===== config.mk =====
export PLATFORM = sky130hd
export DESIGN_NAME = angle_sincos
export DESIGN_NICKNAME = d
export VERILOG_FILES = /design/src/rtl/angle_pkg.sv /design/src/rtl/cordic_step.sv /design/src/rtl/angle_sincos.sv
export SDC_FILE = /design/constraint.sdc
export NUM_CORES = 1
export LEC_CHECK = 0
export CORE_UTILIZATION = 55
export CTS_BUF_LIST = sky130_fd_sc_hd__clkbuf_16
export CTS_CLUSTER_SIZE = 40
export DETAILED_ROUTE_END_ITERATION = 12
export PLACE_DENSITY = 0.76
export SYNTH_ARGS = -nofsm -noshare
export SYNTH_HDL_FRONTEND = slang
export SYNTH_SLANG_ARGS = --single-unit

===== constraint.sdc =====
create_clock -name i_clk -period 29.1 [get_ports i_clk]
set_input_delay 5.82 -clock i_clk [delete_from_list [all_inputs] [get_ports i_clk]]
set_output_delay 5.82 -clock i_clk [all_outputs]
set_load 0.01 [all_outputs]

===== src/rtl/angle_pkg.sv =====
// Shared constants for the angle-to-sin/cos converter: angle landmarks, CORDIC gain, atan table, FSM states.
// Latency: n/a (package only).
// Backpressure: n/a.
package angle_pkg;

    localparam logic [31:0] ANGLE_90  = 32'd754974720;
    localparam logic [31:0] ANGLE_180 = 32'd1509949440;
    localparam logic [31:0] ANGLE_270 = 32'd2264924160;
    localparam logic [31:0] ANGLE_360 = 32'd3019898880;

    localparam int CORDIC_K_Q14 = 9949;
    localparam int ATAN_N       = 20;

    // atan(2^-i) in degrees x 2^23
    localparam logic [31:0] ATAN_TAB [ATAN_N] = '{
        32'd377487360, 32'd222843801, 32'd117744544, 32'd59768969,
        32'd30000467,  32'd15014858,  32'd7509261,   32'd3754860,
        32'd1877459,   32'd938733,    32'd469367,    32'd234683,
        32'd117342,    32'd58671,     32'd29335,     32'd14668,
        32'd7334,      32'd3667,      32'd1833,      32'd917
    };

    typedef enum logic [2:0] {
        ST_IDLE,
        ST_REDUCE,
        ST_ITER,
        ST_FIX,
        ST_OUTPUT
    } state_t;

endpackage


===== src/rtl/cordic_step.sv =====
// One CORDIC rotation-mode micro-rotation: rotates (x, y) by -/+atan(2^-i) towards z = 0.
// Latency: combinational.
// Backpressure: none.
module cordic_step
    import angle_pkg::*;
#(
    parameter int XY_W = 22
) (
    input  logic signed [XY_W-1:0] x,
    input  logic signed [XY_W-1:0] y,
    input  logic signed [32:0]     z,
    input  logic [4:0]             i,
    output logic signed [XY_W-1:0] x_nxt,
    output logic signed [XY_W-1:0] y_nxt,
    output logic signed [32:0]     z_nxt
);

    logic signed [XY_W-1:0] x_sh;
    logic signed [XY_W-1:0] y_sh;
    logic signed [32:0]     atan_i;

    always_comb begin
        x_sh   = x >>> i;
        y_sh   = y >>> i;
        atan_i = {1'b0, ATAN_TAB[i]};
        // z >= 0 counts as d = +1
        if (!z[32]) begin
            x_nxt = x - y_sh;
            y_nxt = y + x_sh;
            z_nxt = z - atan_i;
        end else begin
            x_nxt = x + y_sh;
            y_nxt = y - x_sh;
            z_nxt = z + atan_i;
        end
    end

endmodule


===== src/rtl/angle_sincos.sv =====
// Converts alpha/beta/gamma angles to Q2.14 sin/cos pairs with one time-shared iterative CORDIC.
// Latency: o_done in the cycle after edge T0 + 3*(ITERATIONS+2) + 1.
// Backpressure: i_start ignored while o_busy; results held until the next o_done.
module angle_sincos
    import angle_pkg::*;
#(
    parameter int ITERATIONS = 16,
    parameter int OUT_WIDTH  = 16
) (
    input  logic                        i_clk,
    input  logic                        i_reset,
    input  logic                        i_start,
    input  logic [31:0]                 i_alpha,
    input  logic [31:0]                 i_beta,
    input  logic [31:0]                 i_gamma,
    output logic                        o_busy,
    output logic                        o_done,
    output logic signed [OUT_WIDTH-1:0] o_sin_alpha,
    output logic signed [OUT_WIDTH-1:0] o_cos_alpha,
    output logic signed [OUT_WIDTH-1:0] o_sin_beta,
    output logic signed [OUT_WIDTH-1:0] o_cos_beta,
    output logic signed [OUT_WIDTH-1:0] o_sin_gamma,
    output logic signed [OUT_WIDTH-1:0] o_cos_gamma
);

    // x/y carry GUARD extra fraction bits below the Q2.14 output LSB
    localparam int GUARD = 4;
    localparam int XY_W  = OUT_WIDTH + 6;
    localparam logic signed [XY_W-1:0] K_INIT    = XY_W'(CORDIC_K_Q14 << (OUT_WIDTH - 12));
    localparam logic signed [XY_W-1:0] RND_HALF  = XY_W'(1 << (GUARD - 1));
    localparam logic signed [XY_W-1:0] ONE_X     = XY_W'(1 << (OUT_WIDTH - 2));
    localparam logic [4:0]             LAST_ITER = 5'(ITERATIONS - 1);

    state_t state, state_nxt;
    logic capture, do_reduce, do_iter, do_fix, do_out;

    logic [31:0]            cap_ang [3];
    logic [1:0]             idx;
    logic [4:0]             iter;
    logic [1:0]             quad;
    logic signed [XY_W-1:0] x_r, y_r, x_nxt, y_nxt;
    logic signed [32:0]     z_r, z_nxt;

    logic [31:0]            ang_sel, ang_wrap, ang_base;
    logic [1:0]             quad_red;
    logic signed [32:0]     z_red;

    logic signed [XY_W-1:0]      sin_full, cos_full;
    logic signed [OUT_WIDTH-1:0] sin_fix, cos_fix;
    logic signed [OUT_WIDTH-1:0] hold_sin [3];
    logic signed [OUT_WIDTH-1:0] hold_cos [3];

    function automatic logic signed [OUT_WIDTH-1:0] round_sat(input logic signed [XY_W-1:0] v);
        logic signed [XY_W-1:0] t;
        t = (v + RND_HALF) >>> GUARD;
        if (t > ONE_X)
            t = ONE_X;
        else if (t < -ONE_X)
            t = -ONE_X;
        return t[OUT_WIDTH-1:0];
    endfunction

    always_ff @(posedge i_clk or posedge i_reset) begin
        if (i_reset)
            state <= ST_IDLE;
        else
            state <= state_nxt;
    end

    always_comb begin
        state_nxt = state;
        case (state)
            ST_IDLE:   if (i_start) state_nxt = ST_REDUCE;
            ST_REDUCE: state_nxt = ST_ITER;
            ST_ITER:   if (iter == LAST_ITER) state_nxt = ST_FIX;
            ST_FIX:    state_nxt = (idx == 2'd2) ? ST_OUTPUT : ST_REDUCE;
            ST_OUTPUT: state_nxt = ST_IDLE;
            default:   state_nxt = ST_IDLE;
        endcase
    end

    always_comb begin
        capture   = (state == ST_IDLE) && i_start;
        do_reduce = (state == ST_REDUCE);
        do_iter   = (state == ST_ITER);
        do_fix    = (state == ST_FIX);
        do_out    = (state == ST_OUTPUT);
        o_busy    = (state != ST_IDLE);
    end

    // Fold into [0, 360) once, then into the first quadrant
    always_comb begin
        ang_sel  = cap_ang[idx];
        ang_wrap = (ang_sel >= ANGLE_360) ? (ang_sel - ANGLE_360) : ang_sel;
        if (ang_wrap >= ANGLE_270) begin
            quad_red = 2'd3;
            ang_base = ANGLE_270;
        end else if (ang_wrap >= ANGLE_180) begin
            quad_red = 2'd2;
            ang_base = ANGLE_180;
        end else if (ang_wrap >= ANGLE_90) begin
            quad_red = 2'd1;
            ang_base = ANGLE_90;
        end else begin
            quad_red = 2'd0;
            ang_base = 32'd0;
        end
        z_red = $signed({1'b0, ang_wrap - ang_base});
    end

    cordic_step #(
        .XY_W (XY_W)
    ) u_step (
        .x     (x_r),
        .y     (y_r),
        .z     (z_r),
        .i     (iter),
        .x_nxt (x_nxt),
        .y_nxt (y_nxt),
        .z_nxt (z_nxt)
    );

    always_comb begin
        case (quad)
            2'd0: begin sin_full = y_r;  cos_full = x_r;  end
            2'd1: begin sin_full = x_r;  cos_full = -y_r; end
            2'd2: begin sin_full = -y_r; cos_full = -x_r; end
            default: begin sin_full = -x_r; cos_full = y_r; end
        endcase
        sin_fix = round_sat(sin_full);
        cos_fix = round_sat(cos_full);
    end

    always_ff @(posedge i_clk or posedge i_reset) begin
        if (i_reset) begin
            for (int k = 0; k < 3; k++) begin
                cap_ang[k]  <= '0;
                hold_sin[k] <= '0;
                hold_cos[k] <= '0;
            end
            idx         <= '0;
            iter        <= '0;
            quad        <= '0;
            x_r         <= '0;
            y_r         <= '0;
            z_r         <= '0;
            o_done      <= 1'b0;
            o_sin_alpha <= '0;
            o_cos_alpha <= '0;
            o_sin_beta  <= '0;
            o_cos_beta  <= '0;
            o_sin_gamma <= '0;
            o_cos_gamma <= '0;
        end else begin
            o_done <= do_out;
            if (capture) begin
                cap_ang[0] <= i_alpha;
                cap_ang[1] <= i_beta;
                cap_ang[2] <= i_gamma;
                idx        <= 2'd0;
            end
            if (do_reduce) begin
                x_r  <= K_INIT;
                y_r  <= '0;
                z_r  <= z_red;
                quad <= quad_red;
                iter <= '0;
            end
            if (do_iter) begin
                x_r  <= x_nxt;
                y_r  <= y_nxt;
                z_r  <= z_nxt;
                iter <= iter + 5'd1;
            end
            if (do_fix) begin
                hold_sin[idx] <= sin_fix;
                hold_cos[idx] <= cos_fix;
                idx           <= (idx == 2'd2) ? 2'd0 : idx + 2'd1;
            end
            if (do_out) begin
                o_sin_alpha <= hold_sin[0];
                o_cos_alpha <= hold_cos[0];
                o_sin_beta  <= hold_sin[1];
                o_cos_beta  <= hold_cos[1];
                o_sin_gamma <= hold_sin[2];
                o_cos_gamma <= hold_cos[2];
            end
        end
    end

endmodule


==> results.toml, run 1 <==
[worst_setup_path]
path_max_fanout = 14
critPathArrivalTime_ns = 2.13
crit_type = "flop to output port"
regToRegEndpoint = "z_r[31]"
reg2reg_from = "iter[1]"
reg2reg_depth = 24
rrSetupSlack_ns = 21.89
cp.required_ns = 23.28
slowest_delay_ns = 0.53
worstSetupStartpointType = "flop"
slowest_stage = "dfrtp_1"
path_cells = "or3_1 > clkdlybuf4s50_1"
endpoint_kind = "output port"

[placement]
dp.final_hpwl_mm = 51.4
place_area_um2 = 28700
gp_congestion = 0.926
io_buffers = 196

[global_route]
grt_pass1_vias = 22400
grt_overflow = 0
grt_pass1_wl_mm = 119
grt_max_degree = 162
grt_use_total = 0.297
antenna_found_initial = 0

[route]
drt_iter0_markers = 2184
wl_per_cell_um = 20.8
vias = 22600
antenna_left = 0
drt_pre_antenna_iters = 6
drcViolationCount = 0
totalWireLength_mm = 73.1
viasPerCell = 6.42

[timing]
worst_pin_slew_ns = 1.22
drv_slew = 0
relSlewSlack = 0.187
fmaxAchievable_mhz = 126
finalSetupViolations = 0
clock_skew_ns = 0.0241
tns_ns = 0
hold_viol_final = 0
period_minus_slack_ns = 7.95
fin_crit_sh = 0.273
rsz0062_at_grt = "no"

[clocking]
ctsHoldBuffers = 0
cts.path.max_buffers = 3
htreeDepth = 2
cts_tree = "yes"
clk_latency_ns = 0.58
clk_pin_slew_ns = 0.06
cts.repair.resized = 0
numCtsBuffers = 42
root_buffer = "clkbuf_16"
post_cts_buffers = 0
cts_sinks = 378

[floorplanning]
die-area_um2 = 49100
fp.dieW_um = 222
initial_utilization = 0.556
fp-row-count = 80
ios = 197
design.core.area_um2 = 47600
die_h_um = 222

[final_layout]
syn2layout_area_growth_pct = 13.1
fin_area_um2 = 30000
finalNetCount = 3069
antenna_cells = 0
drive_gt1_frac = 0.151

[synthesis]
async_reset_ff_frac = 1.00
synth_cell_types = 92
syn_nets = 3005
synth_area_leaders = "dfrtp_1, mux2_2, ha_1, mux4_2, nand2_1"
syn-cell-area_um2 = 26500
yosysMostFrequentCell = "dfrtp_1"
synth_area_leader_cell = "dfrtp_1"
synth_commonest_cells = "dfrtp_1, nand2_1, mux2_2"
synth-main-ff-cell = "dfrtp_1"
ys_seq_area_frac = 0.357
avgSynthCellArea_um2 = 9.45
synthCells = 2806
yosysTopAreaCellShare = 0.357
synth_seq_cells = 378
ys.warnings.count = 0
synth_edf_count = 0

[run_status]
status = "complete, no violations"

[flow_run]
max_cap_viol_count = 0

[min_path]
min-delay-start = "hold_sin[25]"
hp-class = "flop to flop"
min_to = "hold_sin[25]"
holdPathStages = 2
==> registers in the layout, indices dropped and copies added, names as in the netlist <==
| name | flops |
|---|---|
| y_r | 22 |
| o_cos_beta | 16 |
| o_sin_alpha | 16 |
| z_r | 33 |
| x_r | 22 |
| o_sin_gamma | 16 |
| o_cos_alpha | 16 |
| o_cos_gamma | 16 |
| o_sin_beta | 16 |
| o_done | 1 |
| quad | 2 |
| iter | 5 |
| cap_ang | 96 |
| idx | 2 |
| hold_cos | 48 |
| hold_sin | 48 |
| state | 3 |
==> worst max-delay path: cells and delay by family, from the launching register on <==
kind | cells | cell delay, ns
buffers and inverters | 1 | 0.52
flip-flops | 1 | 0.53
AND/OR/NAND/NOR | 1 | 0.51
==> final cells by class <==
| class | count | area (um2) |
|---|---|---|
| Timing Repair Buffer | 231 | 2240 |
| Clock inverter | 35 | 186 |
| Clock buffer | 43 | 1080 |
| Inverter | 71 | 274 |
| Fill cell | 3928 | 17700 |
| Sequential cell | 378 | 9470 |
| Tap cell | 615 | 769 |
| Multi-Input combinational cell | 2146 | 16000 |
==> cell usage in the layout (no fill, tap or decap), types with 17 or more instances in the layout <==
| cell | n |
|---|---|
| a211oi_1 | 25 |
| a21o_1 | 20 |
| a21oi_1 | 153 |
| a22oi_1 | 35 |
| a31oi_1 | 36 |
| and2_1 | 21 |
| buf_4 | 34 |
| clkbuf_16 | 43 |
| clkdlybuf4s50_1 | 196 |
| dfrtp_1 | 373 |
| ha_1 | 96 |
| inv_1 | 73 |
| mux2_2 | 240 |
| mux2i_1 | 46 |
| mux4_2 | 53 |
| nand2_1 | 302 |
| nand2b_1 | 28 |
| nand3_1 | 48 |
| nand4_1 | 28 |
| nor2_1 | 160 |
| nor2b_1 | 18 |
| nor3_1 | 48 |
| o211ai_1 | 35 |
| o21a_1 | 17 |
| o21ai_0 | 177 |
| o22ai_1 | 22 |
| o31ai_1 | 80 |
| or3_1 | 19 |
| xnor2_1 | 125 |
| xor2_1 | 83 |
==> worst max path at each step <==
stage,start,to,slack [ns],depth (start not counted)
6_report,state[0],o_busy,21.15,2
5_1_grt,state[0],o_busy,21.08,2
4_1_cts,state[0],o_busy,21.12,2
3_5_place_dp,i_reset,o_cos_beta[6],20.98,3
3_3_place_gp,i_reset,o_cos_beta[6],21.05,3
2_1_floorplan,i_reset,cap_ang[0],12.78,1
==> stage by stage <==
| stage | cells | worst slack [ns] | hold slack, ns | util |
|---|---|---|---|---|
| after floorplan | 2806 | 12.78 | 0.440 | - |
| after global placement | 3441 | 21.05 | 0.454 | 0.603 |
| after detailed placement | 3441 | 20.98 | 0.463 | 0.603 |
| after CTS | 3519 | 21.12 | 0.476 | 0.629 |
| after global routing | 3519 | 21.08 | 0.495 | 0.629 |
| final | 3519 | 21.15 | 0.474 | 0.629 |
==> cells by family after synthesis <==
family          count (synthesis)  share of synthesized area
compound gates                729                      0.180
xor+xnor                      208                     0.0687
fa+ha+maj                     100                     0.0483
buf+inv                       282                     0.0427
flops                         378                      0.357
mux                           339                      0.164
simple gates                  770                      0.139
==> routing by layer <==
| metal | global-route usage | vias up | part of all wire |
|---|---|---|---|
| met4 | 0.112 | 0 | 0.032 |
| li1 | - | 10400 | - |
| met3 | 0.0362 | 146 | 0.062 |
| met5 | 0 | - | 0 |
| met1 | 0.387 | 11100 | 0.41 |
| met2 | 0.509 | 874 | 0.49 |
Power of run 1 is not shown: default switching activity piles up to over one toggle a cycle in this logic, so the estimate is an artifact.
==> inputs of run 2 (changes only) <==
==> constraint.sdc (replaced) <==
create_clock -name i_clk -period 8.15 [get_ports i_clk]
set_input_delay 1.63 -clock i_clk [delete_from_list [all_inputs] [get_ports i_clk]]
set_output_delay 1.63 -clock i_clk [all_outputs]
set_load 0.01 [all_outputs]
==> run 2 against run 1 <==
Utilization grew 0.37 points. Sequential share of layout area decreased by 0.18 points. Final area is 0.59% higher. Critical path depth is 19 higher. Clock-buffer cell count stayed put. Worst hold slack improved by 0.0022 ns. Clock skew shrank 0.011 ns. Final cell count is essentially flat. Largest cell class unchanged. Global-route usage down 0.21 points. Non-clock buffer count increased by 4. First-iteration DRC count down 7.8%. Wire length up 0.33%.
==> results.toml, run 2 (synthesis results as in run 1) <==
[run_status]
status = "complete, no violations"

[clocking]
ctsHoldBuffers = 0
post_cts_buffers = 0
clk_latency_ns = 0.59
htreeDepth = 2
root_buffer = "clkbuf_16"
cts.path.max_buffers = 3
cts_sinks = 378
clk_pin_slew_ns = 0.06
cts_tree = "yes"
numCtsBuffers = 43
cts.repair.resized = 0

[worst_setup_path]
rrSetupSlack_ns = 1.57
worstSetupStartpointType = "flop"
reg2reg_from = "iter[0]"
crit_type = "flop to flop"
endpoint_kind = "flop"
path_max_fanout = 34
reg2reg_depth = 21
cp.required_ns = 8.63
critPathArrivalTime_ns = 7.06
regToRegEndpoint = "z_r[30]"

[final_layout]
largestRegisters = "cap_ang x96, hold_cos x48, hold_sin x48"
finalNetCount = 3074
mostFrequentLayoutCells = "dfrtp_1, nand2_1, mux2_2, clkdlybuf4s50_1, o21ai_0"
largest_register = "cap_ang"
drive_gt1_frac = 0.155
antenna_cells = 0
syn2layout_area_growth_pct = 13.8
largest_register_ffs = 96
final_common_cell = "dfrtp_1"

[timing]
fmaxAchievable_mhz = 152
worst_pin_slew_ns = 1.22
relSlewSlack = 0.168
drv_slew = 0
finalSetupViolations = 0
period_minus_slack_ns = 6.58
hold_viol_final = 0
clock_skew_ns = 0.0134
rsz0062_at_grt = "no"
fin_crit_sh = 0.808
tns_ns = 0

[floorplanning]
fp.dieW_um = 222
initial_utilization = 0.556
ios = 197
die_h_um = 222
fp-row-count = 80
die-area_um2 = 49100
design.core.area_um2 = 47600

[global_route]
grt_overflow = 0
grt_use_total = 0.295
grt_pass1_vias = 21900
grt_pass1_wl_mm = 118
grt_max_degree = 180
antenna_found_initial = 0

[route]
antenna_left = 0
drt_iter0_markers = 2014
viasPerCell = 6.40
drcViolationCount = 0
drt_pre_antenna_iters = 7
wl_per_cell_um = 20.8
totalWireLength_mm = 73.3
vias = 22500

[min_path]
min_to = "hold_sin[42]"
holdPathStages = 2
min-delay-start = "hold_sin[42]"
hp-class = "flop to flop"

[placement]
gp_congestion = 0.954
dp.final_hpwl_mm = 52.3
io_buffers = 196

[flow_run]
max_cap_viol_count = 0
==> run 2: changes by cell type in the layout (fill, tap and decap cells not counted) <==
cell	delta
inv_8	-2
clkinv_4	-2
inv_1	-5
inv_16	+1
clkinv_16	+1
buf_4	+4
inv_6	+2
clkinv_1	-3
bufinv_16	+5
nor4_2	+1
clkinvlp_4	+1
nor4_4	-1
==> run 2: metal layers <==
| metal | global-route usage | vias to the layer above | wire [um] |
|---|---|---|---|
| li1 | - | 10400 | - |
| met1 | 0.377 | 11100 | 30300 |
| met2 | 0.503 | 858 | 35700 |
| met3 | 0.0403 | 183 | 4380 |
| met4 | 0.127 | 0 | 2900 |
| met5 | 0 | - | 0 |
==> run 2: worst max-delay path by stage <==
| stage | startpoint | endpoint | slack, ns |
|---|---|---|---|
| 2_1_floorplan | i_reset | cap_ang[0] | 1.44 |
| 4_1_cts | iter[0] | z_r[30] | 1.69 |
| 6_report | iter[0] | z_r[30] | 1.57 |
| 3_5_place_dp | iter[0] | z_r[30] | 1.76 |
| 5_1_grt | iter[0] | z_r[31] | 1.05 |
| 3_3_place_gp | iter[0] | z_r[30] | 1.89 |
==> run 2: layout make-up <==
cell class,count,area [um2]
multi-input cells,2146,16000
repair buffers,235,2270
well taps,615,769
clock buffers,43,1080
fillers,3870,17500
flip-flops and latches,378,9470
inverters,71,270
clock inverters,33,345
==> run 2: critical path, stage by stage, from the launching register on <==
cell,delay [ns]
dfrtp_2,0.97
inv_1,0.29
ha_1,0.56
nand2b_1,0.20
a21oi_1,0.08
o21ai_0,0.23
inv_1,0.09
ha_1,0.27
nor2_1,0.08
a21oi_1,0.08
fa_1,0.48
a21o_1,0.17
a21oi_1,0.21
o21bai_1,0.11
a2111oi_0,1.07
o2111ai_1,0.40
nand3b_1,0.25
nand3b_1,0.16
nand3_1,0.11
a21boi_0,0.12
or3_1,0.32
a31o_2,0.24
==> run 2: metrics by stage <==
step / setup slack, ns / utilization / instances / cell area [um2] / hold slack (ns)
final: 1.57 / 0.633 / 3521 / 30200 / 0.476
after global placement: 1.89 / 0.603 / 3445 / 28700 / 0.455
after floorplan: 1.44 / - / 2806 / 26500 / 0.440
after CTS: 1.69 / 0.633 / 3521 / 30200 / 0.478
after detailed placement: 1.76 / 0.603 / 3445 / 28700 / 0.462
after global routing: 1.05 / 0.633 / 3521 / 30200 / 0.502
Power of run 2 is left out for the same reason.
==> inputs of run 3 (changes only) <==
--- a/config.mk
+++ b/config.mk
@@ -5,11 +5,11 @@
 export SDC_FILE = /design/constraint.sdc
 export NUM_CORES = 1
 export LEC_CHECK = 0
-export CORE_UTILIZATION = 55
+export CORE_UTILIZATION = 54
 export CTS_BUF_LIST = sky130_fd_sc_hd__clkbuf_16
 export CTS_CLUSTER_SIZE = 40
 export DETAILED_ROUTE_END_ITERATION = 12
-export PLACE_DENSITY = 0.76
+export PLACE_DENSITY = 0.77
 export SYNTH_ARGS = -nofsm -noshare
 export SYNTH_HDL_FRONTEND = slang
 export SYNTH_SLANG_ARGS = --single-unit
==> constraint.sdc (replaced) <==
create_clock -name i_clk -period 6 [get_ports i_clk]
set_input_delay 1.2 -clock i_clk [delete_from_list [all_inputs] [get_ports i_clk]]
set_output_delay 1.2 -clock i_clk [all_outputs]
set_load 0.01 [all_outputs]
==> run 3 against run 2 <==
Worst hold slack lost 0.0049 ns. Wire length grew 4.3%. Global-route usage grew 0.93 points. Die area grew 1.8%. Critical path depth grew 2. Fmax grew 15%. First-iteration DRC count grew 13%. Final cell count grew 1.4%. Setup slack lost 1.3 ns. Via count grew 1.9%. Critical path type unchanged.
==> results.toml, run 3 (synthesis results as in run 1) <==
[worst_setup_path]
reg2reg_from = "iter[0]"
reg2reg_depth = 23
regToRegEndpoint = "z_r[31]"
startpoint = "iter[0]"
critPathArrivalTime_ns = 6.23
worstSetupStartpointType = "flop"
endpoint_kind = "flop"
path_max_fanout = 8
crit_type = "flop to flop"
cp.required_ns = 6.51
crit_end = "z_r[31]"
rrSetupSlack_ns = 0.29

[timing]
relSlewSlack = 0.312
finalSetupViolations = 0
worst_pin_slew_ns = 1.03
fin_crit_sh = 0.952
hold_viol_final = 0
fmaxAchievable_mhz = 175
tns_ns = 0
clock_skew_ns = 0.0261
period_minus_slack_ns = 5.71
fin_ws_ns = 0.289
drv_slew = 0

[clocking]
ctsHoldBuffers = 0
numCtsBuffers = 42
clk_latency_ns = 0.58
htreeDepth = 2
post_cts_buffers = 0
clk_pin_slew_ns = 0.06
cts_sinks = 378
cts_tree = "yes"
root_buffer = "clkbuf_16"
cts.path.max_buffers = 3

[floorplanning]
die_h_um = 224
fp.dieW_um = 224
initial_utilization = 0.552
ios = 197
die-area_um2 = 50000
design.core.area_um2 = 48000
fp-row-count = 80

[placement]
io_buffers = 196
gp_congestion = 0.970
dp.final_hpwl_mm = 55.4
preCtsSetupSlack_ns = 0.145

[route]
drt_pre_antenna_iters = 5
drt_iter0_markers = 2277
wl_per_cell_um = 21.4
viasPerCell = 6.44
vias = 23000
totalWireLength_mm = 76.4
antenna_left = 0
drcViolationCount = 0

[global_route]
grt_overflow = 0
grt_use_total = 0.305
grt_max_degree = 152
grt_pass1_vias = 22600
antenna_found_initial = 2
grt_pass1_wl_mm = 122

[final_layout]
seq_area_um2 = 9470
mostFrequentLayoutCells = "dfrtp_1, nand2_1, mux2_2, clkdlybuf4s50_1, o21ai_0"
syn2layout_area_growth_pct = 15.4
largest_register = "cap_ang"
largest_register_ffs = 96
final_common_cell = "dfrtp_1"
drive_gt1_frac = 0.174
largestRegisters = "cap_ang x96, hold_cos x48, hold_sin x48"
postLayoutCoreUtil = 0.637
filler_cell_count = 3853
finalNetCount = 3126
multi_input_area_um2 = 16000
antenna_cells = 0

[flow_run]
max_cap_viol_count = 0

[run_status]
status = "complete, no violations"

[min_path]
holdPathStages = 2
hp-class = "flop to flop"
[run 3: through the flow]
step | hold WS, ns | std cells | area, um2
3_5_place_dp | 0.460 | 3497 | 29200
2_1_floorplan | 0.440 | 2806 | 26500
6_report | 0.471 | 3570 | 30600
3_3_place_gp | 0.455 | 3497 | 29200
4_1_cts | 0.473 | 3569 | 30500
5_1_grt | 0.497 | 3570 | 30600
[run 3: how the worst min path moves through the flow]
stage | startpoint | endpoint
2_1_floorplan | hold_sin[14] | hold_sin[14]
3_3_place_gp | hold_cos[0] | hold_cos[0]
3_5_place_dp | hold_sin[41] | hold_sin[41]
4_1_cts | hold_cos[16] | hold_cos[16]
5_1_grt | hold_cos[16] | hold_cos[16]
6_report | hold_sin[41] | hold_sin[41]
[run 3: final cells by class]
cell class,instances,share of cell area
flip-flops and latches,378,0.310
repair buffers,287,0.0889
inverters,71,0.00896
well taps,615,0.0252
clock inverters,29,0.00830
multi-input cells,2146,0.524
clock buffers,43,0.0352
repair inverters,1,0.000245
[run 3: metal layers]
layer	vias to the layer above	share of wire	GRT usage	wire length, um
met5	-	0.00030	0	23
met4	4	0.044	0.141	3340
met3	203	0.066	0.0474	5040
met2	910	0.49	0.521	37400
met1	11300	0.40	0.378	30600
li1	10500	-	-	-
[run 3: critical path: stages (launching register included)]
cell and delay, ns:
dfrtp_2 0.47, inv_1 0.21, ha_1 0.31, nand2b_1 0.16, o211ai_1 0.09, o21ai_0 0.09, nor2_1 0.06, a21oi_1 0.29
and3_1 0.29, nand2_1 0.11, nor3_2 0.33, nor2_1 0.11, xnor2_1 0.20, ha_1 0.31, a21oi_1 0.15, o21ai_0 0.14
a311o_1 0.40, a41oi_1 0.42, a211oi_1 0.21, o31ai_1 0.44, o21ai_0 0.28, nand4_1 0.21, mux2i_1 0.21, o221a_2 0.19
[run 3: repair_timing]
item                                   4_1_cts  5_1_grt
endpoints found under the hold margin        0        0
gates resized for setup                      0       16
setup endpoints to repair                    0       10
Power of run 3 is left out for the same reason.
